===== src/rtl/app_spi_slave_if.sv =====
// rtl/app_spi_slave_if.sv - SPI pins and register-bus bundle for app_spi_slave
interface app_spi_slave_if #(
  parameter int DATA_WIDTH = 16,
  parameter int ADDR_WIDTH = 7
);
  logic                  APP_FPGA_SPI_CLK;
  logic                  APP_FPGA_SPI_CS_N;
  logic                  APP_FPGA_SPI_MOSI;
  logic                  APP_FPGA_SPI_MISO;
  logic                  APP_FPGA_SPI_MISO_OE;
  logic [ADDR_WIDTH-1:0] REG_ADDR;
  logic [DATA_WIDTH-1:0] REG_WDATA;
  logic                  REG_WR_STB;
  logic                  REG_RD_STB;
  logic [DATA_WIDTH-1:0] REG_RDATA;
  logic                  FRAME_BUSY;
  logic [7:0]            ERR_CNT;

  modport slave (
    input  APP_FPGA_SPI_CLK, APP_FPGA_SPI_CS_N, APP_FPGA_SPI_MOSI, REG_RDATA,
    output APP_FPGA_SPI_MISO, APP_FPGA_SPI_MISO_OE, REG_ADDR, REG_WDATA,
           REG_WR_STB, REG_RD_STB, FRAME_BUSY, ERR_CNT
  );

  modport master (
    output APP_FPGA_SPI_CLK, APP_FPGA_SPI_CS_N, APP_FPGA_SPI_MOSI, REG_RDATA,
    input  APP_FPGA_SPI_MISO, APP_FPGA_SPI_MISO_OE, REG_ADDR, REG_WDATA,
           REG_WR_STB, REG_RD_STB, FRAME_BUSY, ERR_CNT
  );
endinterface


===== src/rtl/app_spi_slave.sv =====
// rtl/app_spi_slave.sv - SPI mode-0 slave bridging frames onto a register bus
// Optional abort counter enabled by defining APP_SPI_ERR_CNT_EN.
module app_spi_slave #(
  parameter int DATA_WIDTH = 16,
  parameter int ADDR_WIDTH = 7
) (
  input  logic           OPB_CLK,
  input  logic           OPB_RST_N,
  app_spi_slave_if.slave bus
);

  localparam int CMD_BITS = ADDR_WIDTH + 1;
  localparam int MAX_BITS = (CMD_BITS > DATA_WIDTH) ? CMD_BITS : DATA_WIDTH;
  localparam int CNT_W    = $clog2(MAX_BITS) + 1;

  typedef enum logic [1:0] {IDLE, CMD, DATA, WAIT_CS} state_t;

  state_t state, state_nxt;

  logic [1:0] sck_sync, cs_sync, mosi_sync;
  logic       sck_prev;
  logic [1:0] settle;
  logic       armed;

  logic                  sck, cs_n, mosi;
  logic                  sck_rise, sck_fall;
  logic [CNT_W-1:0]      bit_cnt;
  logic [ADDR_WIDTH-1:0] cmd_sr;
  logic [DATA_WIDTH-2:0] data_sr;
  logic [DATA_WIDTH-1:0] tx_sr;
  logic [CMD_BITS-1:0]   cmd_word;
  logic [DATA_WIDTH-1:0] data_word;
  logic                  is_read;
  logic [ADDR_WIDTH-1:0] reg_addr;
  logic [DATA_WIDTH-1:0] reg_wdata;
  logic                  wr_stb, rd_stb;
  logic [1:0]            rd_pipe;
  logic                  cmd_done, data_done, abort;
  logic                  miso, busy;

  // settle/armed keep a frame already in progress at reset release from being accepted
  always_ff @(posedge OPB_CLK) begin
    if (!OPB_RST_N) begin
      sck_sync  <= 2'b00;
      cs_sync   <= 2'b11;
      mosi_sync <= 2'b00;
      sck_prev  <= 1'b0;
      settle    <= 2'b00;
      armed     <= 1'b0;
    end else begin
      sck_sync  <= {sck_sync[0], bus.APP_FPGA_SPI_CLK};
      cs_sync   <= {cs_sync[0], bus.APP_FPGA_SPI_CS_N};
      mosi_sync <= {mosi_sync[0], bus.APP_FPGA_SPI_MOSI};
      sck_prev  <= sck_sync[1];
      settle    <= {settle[0], 1'b1};
      if (settle[1] && cs_sync[1]) armed <= 1'b1;
    end
  end

  assign sck       = sck_sync[1];
  assign cs_n      = cs_sync[1];
  assign mosi      = mosi_sync[1];
  assign sck_rise  = sck & ~sck_prev;
  assign sck_fall  = ~sck & sck_prev;
  assign cmd_word  = {cmd_sr, mosi};
  assign data_word = {data_sr, mosi};

  always_ff @(posedge OPB_CLK) begin
    if (!OPB_RST_N) state <= IDLE;
    else            state <= state_nxt;
  end

  // A CS_N rise landing on the final data rise still completes the frame
  always_comb begin
    state_nxt = state;
    cmd_done  = 1'b0;
    data_done = 1'b0;
    abort     = 1'b0;
    miso      = 1'b0;
    busy      = 1'b1;
    case (state)
      IDLE: begin
        busy = 1'b0;
        if (armed && !cs_n) state_nxt = CMD;
      end
      CMD: begin
        cmd_done = sck_rise && !cs_n && (bit_cnt == CNT_W'(CMD_BITS - 1));
        abort    = cs_n;
        if (abort)         state_nxt = IDLE;
        else if (cmd_done) state_nxt = DATA;
      end
      DATA: begin
        data_done = sck_rise && (bit_cnt == CNT_W'(DATA_WIDTH - 1));
        abort     = cs_n && !data_done;
        miso      = is_read & tx_sr[DATA_WIDTH-1];
        if (data_done)  state_nxt = WAIT_CS;
        else if (abort) state_nxt = IDLE;
      end
      WAIT_CS: begin
        if (cs_n) state_nxt = IDLE;
      end
      default: state_nxt = IDLE;
    endcase
  end

  always_ff @(posedge OPB_CLK) begin
    if (!OPB_RST_N) begin
      bit_cnt   <= '0;
      cmd_sr    <= '0;
      data_sr   <= '0;
      tx_sr     <= '0;
      is_read   <= 1'b0;
      reg_addr  <= '0;
      reg_wdata <= '0;
      wr_stb    <= 1'b0;
      rd_stb    <= 1'b0;
      rd_pipe   <= 2'b00;
    end else begin
      wr_stb  <= 1'b0;
      rd_stb  <= 1'b0;
      rd_pipe <= {rd_pipe[0], rd_stb};
      case (state)
        IDLE: begin
          bit_cnt <= '0;
          tx_sr   <= '0;
          is_read <= 1'b0;
        end
        CMD: begin
          if (sck_rise) begin
            cmd_sr  <= cmd_word[ADDR_WIDTH-1:0];
            bit_cnt <= bit_cnt + 1'b1;
          end
          if (cmd_done) begin
            bit_cnt  <= '0;
            reg_addr <= cmd_word[ADDR_WIDTH-1:0];
            is_read  <= cmd_word[ADDR_WIDTH];
            rd_stb   <= cmd_word[ADDR_WIDTH];
          end
        end
        DATA: begin
          if (sck_rise) begin
            data_sr <= data_word[DATA_WIDTH-2:0];
            bit_cnt <= bit_cnt + 1'b1;
          end
          if (data_done && !is_read) begin
            reg_wdata <= data_word;
            wr_stb    <= 1'b1;
          end
          // The fall right after the command only presents the MSB, so shifting starts after data bit 0
          if (rd_pipe[1])
            tx_sr <= bus.REG_RDATA;
          else if (sck_fall && bit_cnt != '0)
            tx_sr <= {tx_sr[DATA_WIDTH-2:0], 1'b0};
        end
        default: ;
      endcase
    end
  end

`ifdef APP_SPI_ERR_CNT_EN
  logic [7:0] err_cnt;

  always_ff @(posedge OPB_CLK) begin
    if (!OPB_RST_N)                  err_cnt <= 8'h00;
    else if (abort && err_cnt != 8'hFF) err_cnt <= err_cnt + 8'h01;
  end

  assign bus.ERR_CNT = err_cnt;
`else
  assign bus.ERR_CNT = 8'h00;
`endif

  assign bus.APP_FPGA_SPI_MISO    = miso;
  assign bus.APP_FPGA_SPI_MISO_OE = ~cs_n;
  assign bus.REG_ADDR             = reg_addr;
  assign bus.REG_WDATA            = reg_wdata;
  assign bus.REG_WR_STB           = wr_stb;
  assign bus.REG_RD_STB           = rd_stb;
  assign bus.FRAME_BUSY           = busy;

endmodule


===== src/flat_wrapper.sv =====
// flat-port wrapper written by rule: the top's interface ports become plain ports
module app_spi_slave_flat 
#(
  parameter int DATA_WIDTH = 16,
  parameter int ADDR_WIDTH = 7
)
  (OPB_CLK, OPB_RST_N, bus_APP_FPGA_SPI_CLK, bus_APP_FPGA_SPI_CS_N, bus_APP_FPGA_SPI_MOSI, bus_REG_RDATA, bus_APP_FPGA_SPI_MISO, bus_APP_FPGA_SPI_MISO_OE, bus_REG_ADDR, bus_REG_WDATA, bus_REG_WR_STB, bus_REG_RD_STB, bus_FRAME_BUSY, bus_ERR_CNT);
  app_spi_slave_if #(.DATA_WIDTH(DATA_WIDTH), .ADDR_WIDTH(ADDR_WIDTH)) bus_i ();
  input  logic OPB_CLK;
  input  logic OPB_RST_N;
  input wire logic [$bits(bus_i.APP_FPGA_SPI_CLK)-1:0] bus_APP_FPGA_SPI_CLK;
  input wire logic [$bits(bus_i.APP_FPGA_SPI_CS_N)-1:0] bus_APP_FPGA_SPI_CS_N;
  input wire logic [$bits(bus_i.APP_FPGA_SPI_MOSI)-1:0] bus_APP_FPGA_SPI_MOSI;
  input wire logic [$bits(bus_i.REG_RDATA)-1:0] bus_REG_RDATA;
  output wire logic [$bits(bus_i.APP_FPGA_SPI_MISO)-1:0] bus_APP_FPGA_SPI_MISO;
  output wire logic [$bits(bus_i.APP_FPGA_SPI_MISO_OE)-1:0] bus_APP_FPGA_SPI_MISO_OE;
  output wire logic [$bits(bus_i.REG_ADDR)-1:0] bus_REG_ADDR;
  output wire logic [$bits(bus_i.REG_WDATA)-1:0] bus_REG_WDATA;
  output wire logic [$bits(bus_i.REG_WR_STB)-1:0] bus_REG_WR_STB;
  output wire logic [$bits(bus_i.REG_RD_STB)-1:0] bus_REG_RD_STB;
  output wire logic [$bits(bus_i.FRAME_BUSY)-1:0] bus_FRAME_BUSY;
  output wire logic [$bits(bus_i.ERR_CNT)-1:0] bus_ERR_CNT;
  assign bus_i.APP_FPGA_SPI_CLK = bus_APP_FPGA_SPI_CLK;
  assign bus_i.APP_FPGA_SPI_CS_N = bus_APP_FPGA_SPI_CS_N;
  assign bus_i.APP_FPGA_SPI_MOSI = bus_APP_FPGA_SPI_MOSI;
  assign bus_i.REG_RDATA = bus_REG_RDATA;
  assign bus_APP_FPGA_SPI_MISO = bus_i.APP_FPGA_SPI_MISO;
  assign bus_APP_FPGA_SPI_MISO_OE = bus_i.APP_FPGA_SPI_MISO_OE;
  assign bus_REG_ADDR = bus_i.REG_ADDR;
  assign bus_REG_WDATA = bus_i.REG_WDATA;
  assign bus_REG_WR_STB = bus_i.REG_WR_STB;
  assign bus_REG_RD_STB = bus_i.REG_RD_STB;
  assign bus_FRAME_BUSY = bus_i.FRAME_BUSY;
  assign bus_ERR_CNT = bus_i.ERR_CNT;
  app_spi_slave #(.DATA_WIDTH(DATA_WIDTH), .ADDR_WIDTH(ADDR_WIDTH)) u_core (.OPB_CLK(OPB_CLK), .OPB_RST_N(OPB_RST_N), .bus(bus_i));
endmodule

===== config.mk =====
export PLATFORM = sky130hd
export DESIGN_NAME = app_spi_slave_flat
export DESIGN_NICKNAME = d
export VERILOG_FILES = /design/src/rtl/app_spi_slave_if.sv /design/src/rtl/app_spi_slave.sv /design/src/flat_wrapper.sv
export SDC_FILE = /design/constraint.sdc
export NUM_CORES = 1
export LEC_CHECK = 0
export ABC_CLOCK_PERIOD_IN_PS = 3580
export BUFFER_PORTS_ARGS = -buffer_cell sky130_fd_sc_hd__buf_2
export CAP_MARGIN = 5
export CORE_MARGIN = 5
export CORE_UTILIZATION = 30
export CTS_BUF_LIST = sky130_fd_sc_hd__clkbuf_2
export CTS_CLUSTER_DIAMETER = 30
export DETAILED_ROUTE_END_ITERATION = 16
export GPL_TIMING_DRIVEN = 0
export PLACE_DENSITY = 0.46
export SYNTH_ARGS = -nofsm -noshare
export SYNTH_HDL_FRONTEND = slang
export SYNTH_SLANG_ARGS = --single-unit

===== constraint.sdc =====
create_clock -name OPB_CLK -period 3.58 [get_ports OPB_CLK]
set_input_delay 0.716 -clock OPB_CLK [delete_from_list [all_inputs] [get_ports OPB_CLK]]
set_output_delay 0.716 -clock OPB_CLK [all_outputs]
set_load 0.1 [all_outputs]

==> flow_summary.json <==
{
  "rows": 39,
  "netlist_instances": 385,
  "die_w_um": 118,
  "hold_class": "primary input to flop",
  "synthMuxAreaShare": 0.0969,
  "timing.final.crit_share": 0.735,
  "worst_setup_path_end_kind": "primary output",
  "routed-via-count": 2682,
  "skew_ns": 0.0230,
  "holdCritStartpoint": "OPB_RST_N",
  "clk_path_buf_depth": 2,
  "grt-ovfl-total": 0,
  "final-hold-violation-count": 0,
  "synth_area_leaders": "dfxtp_1, nand2_1, a21boi_0, mux2i_1, mux2_2",
  "drc": 0,
  "status": "finished, final reports clean",
  "cts_tree": "done",
  "num_antenna_cells": 0,
  "yosysWarnings": 0,
  "ios": 57,
  "cts_sinks": 83,
  "grt_antenna_before_repair": 0,
  "ant_nets": 0,
  "synth_top_area_frac": 0.473,
  "drt_iter0_markers": 97,
  "critPathLaunchType": "flop",
  "leakagePower_nw": 1.64,
  "power_density_nw_per_um2": 435,
  "synthAdderAreaFrac": 0.0249,
  "crit_arrival_ns": 1.92,
  "fin_nets": 479,
  "cp_max_fo": 9,
  "ir_drop_mv": 0.324,
  "cts_buffers": 9,
  "whs_path_depth": 1,
  "synth_compound_area_frac": 0.144,
  "synth_edf_count": 0,
  "grt_pass1_vias": 2646,
  "yosysTopAreaCell": "dfxtp_1",
  "r2r-start": "u_core.state[0]",
  "grt_max_degree": 13,
  "vias_per_cell": 4.48,
  "rsz0062_at_grt": "no",
  "cts_setup_buffers": 0,
  "clkLatencyLatePin_ns": 0.51,
  "r2r_end": "u_core.bus.REG_WDATA[11]",
  "clock-root-buffer": "clkbuf_2",
  "cp.required_ns": 2.86,
  "grt_pass1_wl_um": 13000,
  "max_freq_mhz": 380,
  "synth_simple_gate_area_share": 0.199,
  "synth_cell_types": 41,
  "design.core.area_um2": 11500,
  "dr.pass1.iters": 6,
  "numPortBuffers": 48,
  "cap_violations": 0,
  "ys_seq_area_frac": 0.473,
  "cts-resized-gates": 0,
  "drt-wirelength-per-cell_um": 13.1,
  "clk_pin_slew_ns": 0.22,
  "ff2ff_setup_slack_ns": 1.34,
  "avgSynthCellArea_um2": 9.13,
  "slew_headroom": 0.605,
  "ys_ff_latch": 83,
  "drive_above_1_share": 0.198,
  "area_growth_syn_to_layout_pct": 16.2,
  "slew_violations": 0,
  "start_util": 0.306,
  "rr_worst_depth": 9,
  "wirelength_um": 7850,
  "finalCriticalPeriod_ns": 2.63,
  "worstSetupPathType": "flop to primary output",
  "tightest_slew_ns": 0.592,
  "synth_ff_type": "dfxtp_1",
  "dieHeight_um": 118,
  "postCtsHoldBufs": 0,
  "die_area_um2": 14000,
  "ys_async_sr_fraction": 0,
  "setup_viol": 0,
  "power_mw": 1.77,
  "gp_congestion": 0.783,
  "finalSetupTns_ns": 0,
  "grtUsageTotal": 0.114,
  "dpl.hpwl_um": 5620,
  "synthesis.area_um2": 3510,
  "whs_endpoint": "u_core.settle[0]",
  "cts_max_level": 3,
  "synth_xor_xnor_area_share": 0,
  "synth_top_family_by_area": "simple AND/OR/NAND/NOR gates"
}
cells in the mapped netlist (2+ instances only):
master    number
mux2i_1       25
buf_2          5
a21boi_0      39
nand3_1        9
o311a_1        2
nand3b_1       2
nand2b_1       5
a22o_1         2
nor2b_1       11
ha_1           7
buf_4         10
o22ai_1        8
nand4_1        2
nand2_1       99
a21o_1         2
dfxtp_1       83
and2_1        11
clkbuf_1      15
nor2_1         4
o21ai_0        3
mux2_2         8
and3_1         2
a21oi_1        2
inv_1         12
layout by cell type (no fill, tap or decap), types with 11 or more instances in the layout:
master | synthesis | final
nand2_1 | 99 | 99
dfxtp_1 | 83 | 83
buf_2 | 5 | 53
a21boi_0 | 39 | 39
mux2i_1 | 25 | 25
clkbuf_1 | 15 | 15
inv_1 | 12 | 12
clkbuf_2 | 0 | 12
nor2b_1 | 11 | 11
and2_1 | 11 | 11
per-stage QoR:
step | hold slack [ns] | util | cells | cell area, µm² | worst slack [ns]
6_report | 0.349 | 0.356 | 598 | 4080 | 0.948
5_1_grt | 0.282 | 0.356 | 598 | 4080 | 0.792
4_1_cts | 0.278 | 0.356 | 598 | 4080 | 0.864
3_5_place_dp | 0.402 | 0.345 | 583 | 3960 | 1.36
3_3_place_gp | 0.400 | 0.345 | 583 | 3960 | 1.41
2_1_floorplan | 0.386 | - | 392 | 3540 | 1.41
flip-flops by register name, summed over array words and instances, names as in the netlist:
register and cells:
u_core.bus.REG_WDATA 16, u_core.tx_sr 16, u_core.data_sr 15, u_core.bus.REG_ADDR 7, u_core.cmd_sr 7, u_core.bit_cnt 5, u_core.cs_sync 2, u_core.mosi_sync 2
u_core.rd_pipe 2, u_core.sck_sync 2, u_core.settle 2, u_core.state 2, u_core.armed 1, u_core.bus.REG_RD_STB 1, u_core.bus.REG_WR_STB 1, u_core.is_read 1
u_core.sck_prev 1
layout make-up:
cell class              count  area (µm²)
flip-flops and latches     83        1660
clock buffers              12        60.1
fillers                  1208        7380
plain buffers              32         171
clock inverters             3        63.8
inverters                  12        45.0
well taps                 143         179
repair buffers             48         240
multi-input cells         265        1660
how the worst max path moves through the flow:
stage,start,end,cells after the start
after floorplan,u_core.state[0],bus_APP_FPGA_SPI_MISO,4
after global placement,u_core.bit_cnt[0],u_core.bus.REG_WDATA[11],7
after detailed placement,u_core.bit_cnt[0],u_core.bus.REG_WDATA[8],7
after CTS,u_core.state[0],bus_APP_FPGA_SPI_MISO,5
after global routing,u_core.state[0],bus_APP_FPGA_SPI_MISO,5
final,u_core.state[0],bus_APP_FPGA_SPI_MISO,5
report_power, final:
part	internal [mW]	total (mW)	switching [mW]	leakage (nW)
logic	0.0934	0.291	0.198	0.893
clock network	0.235	0.537	0.303	0.0797
registers	0.936	0.946	0.00923	0.671
metal layers:
layer,vias up,wire (µm),GRT usage
li1,1404,-,-
met5,-,0,0
met4,0,102,0.0344
met1,1217,3910,0.150
met3,9,395,0.0392
met2,52,3440,0.179
logic make-up (layout without fill, tap and decap cells):
group,after synthesis,after routing
AND/OR/NAND/NOR,151,151
flip-flops,83,83
AO/OA/AOI/OAI,66,66
buffers and inverters,44,107
multiplexers,33,33
adder cells (fa/ha/maj),7,7
other,1,8
worst max-delay path: stages (launching register included):
cell     delay, ns
dfxtp_1       0.40
inv_1         0.10
ha_1          0.14
buf_4         0.16
and3_1        0.17
buf_2         0.43
No activity file was read; power rests on OpenSTA's default activity.
